[src/rtl/pipe_hazard_ctrl.sv]
// Hazard/forwarding controller beside ID: tracks in-flight destinations, picks operand bypass, raises load-use stall and branch flush.
// Optional macro HAZARD_STATS_EN adds saturating stall/flush cycle counters.
module pipe_hazard_ctrl #(
  parameter  int REG_AW   = 5,
  parameter  int STAGES   = 3,
  parameter  int LOAD_LAT = 1,
  parameter  int BR_STAGE = 1,
  localparam int FW       = $clog2(STAGES+1)
) (
  input  logic              clk_i,
  input  logic              rst_i,
  input  logic              id_valid_i,
  input  logic [REG_AW-1:0] id_rs_i,
  input  logic [REG_AW-1:0] id_rt_i,
  input  logic              id_rs_used_i,
  input  logic              id_rt_used_i,
  input  logic [REG_AW-1:0] id_rd_i,
  input  logic              id_wen_i,
  input  logic              id_load_i,
  input  logic              branch_taken_i,
  output logic              stall_o,
  output logic              bubble_o,
  output logic              flush_o,
  output logic [FW-1:0]     fwd_a_o,
  output logic [FW-1:0]     fwd_b_o,
`ifdef HAZARD_STATS_EN
  output logic [31:0]       stall_cnt_o,
  output logic [31:0]       flush_cnt_o,
`endif
  output logic [STAGES-1:0] stage_valid_o
);

  typedef struct packed {
    logic              vld;
    logic [REG_AW-1:0] rd;
    logic              wen;
    logic              ld;
  } ent_t;

  ent_t              r_ent [STAGES];
  logic [STAGES-1:0] w_match_a, w_match_b;
  logic              w_haz;
  ent_t              w_new;

  always_comb begin
    w_match_a = '0;
    w_match_b = '0;
    w_haz     = 1'b0;
    fwd_a_o   = '0;
    fwd_b_o   = '0;
    for (int k = 0; k < STAGES; k++) begin
      w_match_a[k] = r_ent[k].vld & r_ent[k].wen & (r_ent[k].rd == id_rs_i) &
                     (id_rs_i != '0) & id_rs_used_i;
      w_match_b[k] = r_ent[k].vld & r_ent[k].wen & (r_ent[k].rd == id_rt_i) &
                     (id_rt_i != '0) & id_rt_used_i;
    end
    // Walk oldest to youngest so the youngest producer lands last; a load not yet forwardable yields 0.
    for (int k = STAGES-1; k >= 0; k--) begin
      if (w_match_a[k]) fwd_a_o = (r_ent[k].ld && k < LOAD_LAT) ? '0 : FW'(k+1);
      if (w_match_b[k]) fwd_b_o = (r_ent[k].ld && k < LOAD_LAT) ? '0 : FW'(k+1);
      if (k < LOAD_LAT && r_ent[k].ld && (w_match_a[k] || w_match_b[k])) w_haz = 1'b1;
    end
    if (rst_i) begin
      fwd_a_o = '0;
      fwd_b_o = '0;
    end
  end

  assign flush_o  = branch_taken_i & ~rst_i;
  assign stall_o  = id_valid_i & w_haz & ~flush_o & ~rst_i;
  assign bubble_o = stall_o;

  always_comb begin
    w_new     = '0;
    w_new.vld = id_valid_i & ~stall_o & ~flush_o;
    w_new.rd  = id_rd_i;
    w_new.wen = id_wen_i;
    w_new.ld  = id_load_i;
  end

  always_ff @(posedge clk_i) begin
    if (rst_i) begin
      for (int k = 0; k < STAGES; k++) r_ent[k] <= '0;
    end else begin
      r_ent[0] <= w_new;
      // Entries younger than the branch are squashed on their way down.
      for (int k = 0; k < STAGES-1; k++) begin
        r_ent[k+1]     <= r_ent[k];
        if (flush_o && k < BR_STAGE) r_ent[k+1].vld <= 1'b0;
      end
    end
  end

  always_comb begin
    for (int k = 0; k < STAGES; k++) stage_valid_o[k] = r_ent[k].vld;
  end

`ifdef HAZARD_STATS_EN
  always_ff @(posedge clk_i) begin
    if (rst_i) begin
      stall_cnt_o <= '0;
      flush_cnt_o <= '0;
    end else begin
      if (stall_o && stall_cnt_o != 32'hFFFF_FFFF) stall_cnt_o <= stall_cnt_o + 32'd1;
      if (flush_o && flush_cnt_o != 32'hFFFF_FFFF) flush_cnt_o <= flush_cnt_o + 32'd1;
    end
  end
`endif

endmodule

[config.mk]
export PLATFORM = sky130hd
export DESIGN_NAME = pipe_hazard_ctrl
export DESIGN_NICKNAME = d
export VERILOG_FILES = /design/src/rtl/pipe_hazard_ctrl.sv
export SDC_FILE = /design/constraint.sdc
export NUM_CORES = 1
export LEC_CHECK = 0
export ABC_CLOCK_PERIOD_IN_PS = 1800
export CAP_MARGIN = 10
export CORE_MARGIN = 2
export CORE_UTILIZATION = 40
export DETAILED_ROUTE_END_ITERATION = 10
export PLACE_DENSITY = 0.7
export RECOVER_POWER = 50
export SLEW_MARGIN = 20
export SYNTH_ARGS = -nofsm -noshare
export SYNTH_HDL_FRONTEND = slang
export SYNTH_SLANG_ARGS = --single-unit
[constraint.sdc]
create_clock -name clk_i -period 1.8 [get_ports clk_i]
set_input_delay 0.36 -clock clk_i [delete_from_list [all_inputs] [get_ports clk_i]]
set_output_delay 0.36 -clock clk_i [all_outputs]
set_load 0.02 [all_outputs]
=== Word level (Yosys, flattened, before mapping) ===
Memories as Yosys holds them, arrays and structs flattened.
Index checks and enable logic that the tools add are counted.

* Eq/ne operators: 6
* Reductions and logical operators: 4
* Bitwise logic cells: 34
* Mux-type cells: 20

{| class="wikitable"
|+ Operators by type and width
! operator !! count
|-
| equality test 5 bit || 6
|-
| bitwise AND 1 bit || 27
|-
| 2-to-1 mux 8 bit || 3
|-
| 2-to-1 mux 2 bit || 8
|-
| nonzero test 5 bit || 2
|-
| 2-to-1 mux 1 bit || 9
|-
| OR 1 bit || 4
|-
| NOT 1 bit || 3
|-
| logical AND 1 bit || 1
|-
| logical OR 1 bit || 1
|}

* Word-level logic and storage cells: 65
* Register bits: 0
* Output and inout bits: 10
* Memory bits (writable): 24
* Bits of input ports: 23
* Memories kept: 1

{| class="wikitable"
|+ Memory list
! memory !! depth !! bits a word !! rd ports !! clocked after memory_dff !! wr ports !! line !! text
|-
| r_ent || 3 || 8 || 3 || 0 || 3 || 40 || <nowiki>ent_t r_ent [STAGES];</nowiki>
|}

=== Longest topological paths before layout ===
An unclocked memory read counts as a cell.

* Depth after elaboration: 15
* Mapped depth: 6
* Depth with buffers taken out: 5

=== Worst setup path before layout ===
No wires, ideal clock.

* Path kind: flip-flop to output port
* Start: memory r_ent[0][6] (netlist name)
* End: output stall_o
* Required time: 1.440 ns
* Path buffers: 1
* Slack: -0.241 ns
* Arrival: 1.681 ns
* Cell stages (with the launch flop): 7
* Path through: edfxtp_1 > xor2_1 > nor4_2 > nand4_1 > o22ai_1 > and4_1 > buf_4

{| class="wikitable"
|+ RTL lines
! item !! line !! text
|-
| from (decl) || 40 ||
|-
| to (decl) || 21 || <nowiki>output logic stall_o,</nowiki>
|}

==> impl_metrics.py <==
metrics = {
    "timing": {
        "fin_ws_ns": -0.672,
        "min_period_over_period": 1.37,
        "fin_setup_tns_ns": -4.14,
        "slew_violations": 0,
        "finClkSkew_ns": 0.00180,
        "post-route-min-period_ns": 2.47,
        "max_freq_ghz": 0.404,
        "rsz0062_at_grt": "yes",
        "hold_viol_final": 0,
        "setup_viol": 7,
    },
    "critical_path": {
        "reg2reg_depth": 6,
        "r2r_start": "r_ent[0][6]$_SDFFCE_PN0P_",
        "critPathMaxStageDelay_ns": 0.45,
        "worstPathMaxFanout": 3,
        "cpLargestDelayFamily": "simple AND/OR/NAND/NOR gates",
        "path_class": "flip-flop to primary output",
        "crit_chain": "buf_4 -> xor2_1 -> nor4_2 -> nand4_1 -> o22ai_2 -> and4_4 -> buf_6",
        "worstSetupEndpointType": "primary output",
        "path_buf_inv": 2,
        "ff2ff_setup_slack_ns": 0.02,
        "start_kind": "flip-flop",
        "worstPathRequired_ns": 1.44,
        "arrival_ns": 2.11,
        "cp_slowest_cell": "edfxtp_1",
        "regToRegEndpoint": "r_ent[0][7]$_SDFFCE_PN0P_",
    },
    "cts": {
        "clk_path_buf_depth": 2,
        "root_buffer": "clkbuf_4",
        "cts_hold_buf": 0,
        "clock_latency_ns": 0.31,
        "h-tree-depth": 1,
        "cts_sinks": 22,
        "cts_buffers": 3,
        "cts_tree": "yes",
        "path_clk_slew_ns": 0.13,
    },
    "floorplanning": {
        "die_w_um": 61.4,
        "num_io_pins": 33,
        "core_area_um2": 3100,
        "die_height_um": 61.4,
        "row_count": 20,
        "start_util": 0.425,
        "dieArea_um2": 3770,
    },
    "cells_and_area": {
        "fill_cells": 273,
        "regMostFlops": "r_ent",
        "nNetsFinal": 222,
        "drive_gt1_frac": 0.258,
        "largest_reg_flops": 22,
        "top_regs": "r_ent: 22 flops",
        "final_cells": 242,
        "synthToLayoutAreaGrowth_pct": 54.8,
        "diodes": 0,
    },
    "global_routing": {
        "grt_pass1_vias": 1149,
        "grt_pass1_wl_um": 5140,
        "grt_max_degree": 16,
        "antenna_found_initial": 0,
        "grt-ovfl-total": 0,
        "grt_usage": 0.190,
    },
    "placement": {
        "port_buffers": 32,
        "dp_hpwl_um": 2490,
        "place_congestion": 0.874,
        "place_inst": 228,
    },
    "min_path": {
        "holdCritStartpoint": "r_ent[0][9]$_SDFFCE_PN0P_",
        "hold_path_class": "flip-flop to flip-flop",
        "hold-path-endpoint": "r_ent[0][17]$_SDFFCE_PN0P_",
        "hold_depth": 1,
    },
    "route": {
        "dr.pass1.iters": 4,
        "via_per_inst": 4.57,
        "drt_iter0_drc": 14,
        "ant_nets": 0,
        "wirelength_um": 3100,
        "drc": 0,
        "post_drt_wl_per_cell_um": 12.8,
        "vias": 1106,
    },
    "power_and_ir_drop": {
        "power_leakage_uw": 0.000831,
        "internal_power_uw": 832,
        "power.total_uw": 1130,
        "seqPwrFrac": 0.562,
        "netSwitchingPower_uw": 293,
        "peakVddDrop_v": 0.000372,
        "combinationalPowerShare": 0.229,
        "powerDensity_nw_per_um2": 552,
        "netSwitchingFraction": 0.260,
        "clock_power_share": 0.209,
    },
    "logic_synthesis": {
        "ys_seq_area_frac": 0.501,
        "synth_warnings": 0,
        "synthesis.area_um2": 1320,
        "ys_ff_latch": 22,
        "syn_inst": 116,
        "syn_avg_cell_area_um2": 11.4,
        "ys_types": 27,
    },
    "job": {
        "cap_violations": 0,
    },
    "outcome": {
        "violations": "negative setup slack",
        "status": "complete, but fails checks",
    },
}
-- power by group through the flow --
stage	registers, uW	logic [uW]	clock network, uW
after CTS	633	248	244
after global placement	642	229	0
after global routing	637	280	270
final	632	258	236
after detailed placement	645	236	0
after floorplan	636	114	0
-- cell type report --
type,count,area (um2),share of cell area
Tap cell,44,55.1,0.0270
Multi-Input combinational cell,109,749,0.367
Clock buffer,3,22.5,0.0110
Sequential cell,22,661,0.324
Timing Repair Buffer,63,548,0.269
Clock inverter,1,3.75,0.00184
-- cell usage after synthesis, drive strengths merged --
library cell	count	area [um2]
o22ai	1	6.26
nor2	3	11.3
nor3	1	5.00
nand3b	1	7.51
o31ai	1	7.51
nand2	3	11.3
xor2	12	105
nor4	2	18.8
and3	2	12.5
xnor2	18	158
or4	2	15.0
and2	2	12.5
clkbuf	2	7.51
or2	2	12.5
buf	4	30.0
edfxtp	22	661
o21a	1	7.51
conb	1	3.75
and4	1	8.76
a21oi	3	15.0
or3	3	18.8
nand4	6	37.5
nor2b	21	131
o21ai	2	13.8
-- layout by cell type, fill, tap and decap left out, types with 2 or more instances in the layout --
cell type        Yosys  layout
a21oi_1              3       2
buf_4                4      27
buf_6                0       8
clkbuf_1             2       2
clkbuf_4             0       3
clkdlybuf4s50_1      0      12
conb_1               1      22
dlygate4sd2_1        0      10
dlymetal6s2s_1       0       2
edfxtp_1            22      22
nand2_1              3       3
nand4_1              6       6
nor2_1               3       3
nor2b_1             21      21
nor4_2               1       2
o21ai_2              1       2
or3_1                3       3
xnor2_1             18      17
xor2_1              12      12
-- per-stage QoR --
stage                     cell area, um2  worst slack (ns)  hold WS, ns   util
after CTS                           2000            -0.665        0.634  0.646
final                               2040            -0.672        0.637  0.657
after global routing                2040            -0.777        0.664  0.657
after global placement              1910             -1.12        0.575  0.614
after floorplan                     1410            -0.150        0.536      -
after detailed placement            1910             -1.19        0.603  0.614
-- how the worst max path moves through the flow --
| stage | start | endpoint | cells after the start |
|---|---|---|---|
| 2_1_floorplan | r_ent[0][6]$_SDFFCE_PN0P_ | stall_o | 6 |
| 3_3_place_gp | id_rt_i[1] | bubble_o | 7 |
| 3_5_place_dp | id_rt_i[1] | stall_o | 7 |
| 4_1_cts | r_ent[0][6]$_SDFFCE_PN0P_ | fwd_a_o[0] | 8 |
| 5_1_grt | r_ent[0][5]$_SDFFCE_PN0P_ | fwd_a_o[0] | 7 |
| 6_report | r_ent[0][6]$_SDFFCE_PN0P_ | stall_o | 7 |
-- cell families (layout without fill, tap and decap cells) --
group | count (synthesis) | in the layout | share of synthesized area
AND/OR/NAND/NOR | 49 | 49 | 0.230
XOR/XNOR | 30 | 30 | 0.199
flip-flops | 22 | 22 | 0.501
AO/OA/AOI/OAI | 8 | 8 | 0.0380
buffers and inverters | 6 | 67 | 0.0285
other | 1 | 22 | 0.00285
-- timing repair --
item / in CTS / in global routing
setup endpoints to repair: 8 / 9
setup buffers: 4 / 6
pin swaps: 19 / 2
cloned: 0 / 0
resized for setup: 62 / 4
-- worst reg2reg max path, cell delays in order (launching register included) --
cell      delay, ns
edfxtp_1       0.45
buf_4          0.16
xor2_1         0.16
nor4_2         0.29
nand4_1        0.19
o22ai_2        0.20
a21oi_1        0.10
-- routing by layer --
layer | share of wire | track usage | vias up
li1 | - | - | 546
met1 | 0.42 | 0.238 | 533
met2 | 0.53 | 0.327 | 21
met3 | 0.033 | 0.0315 | 6
met4 | 0.015 | 0.0790 | 0
met5 | 0 | 0 | -
(Power assumes the default switching activity.)
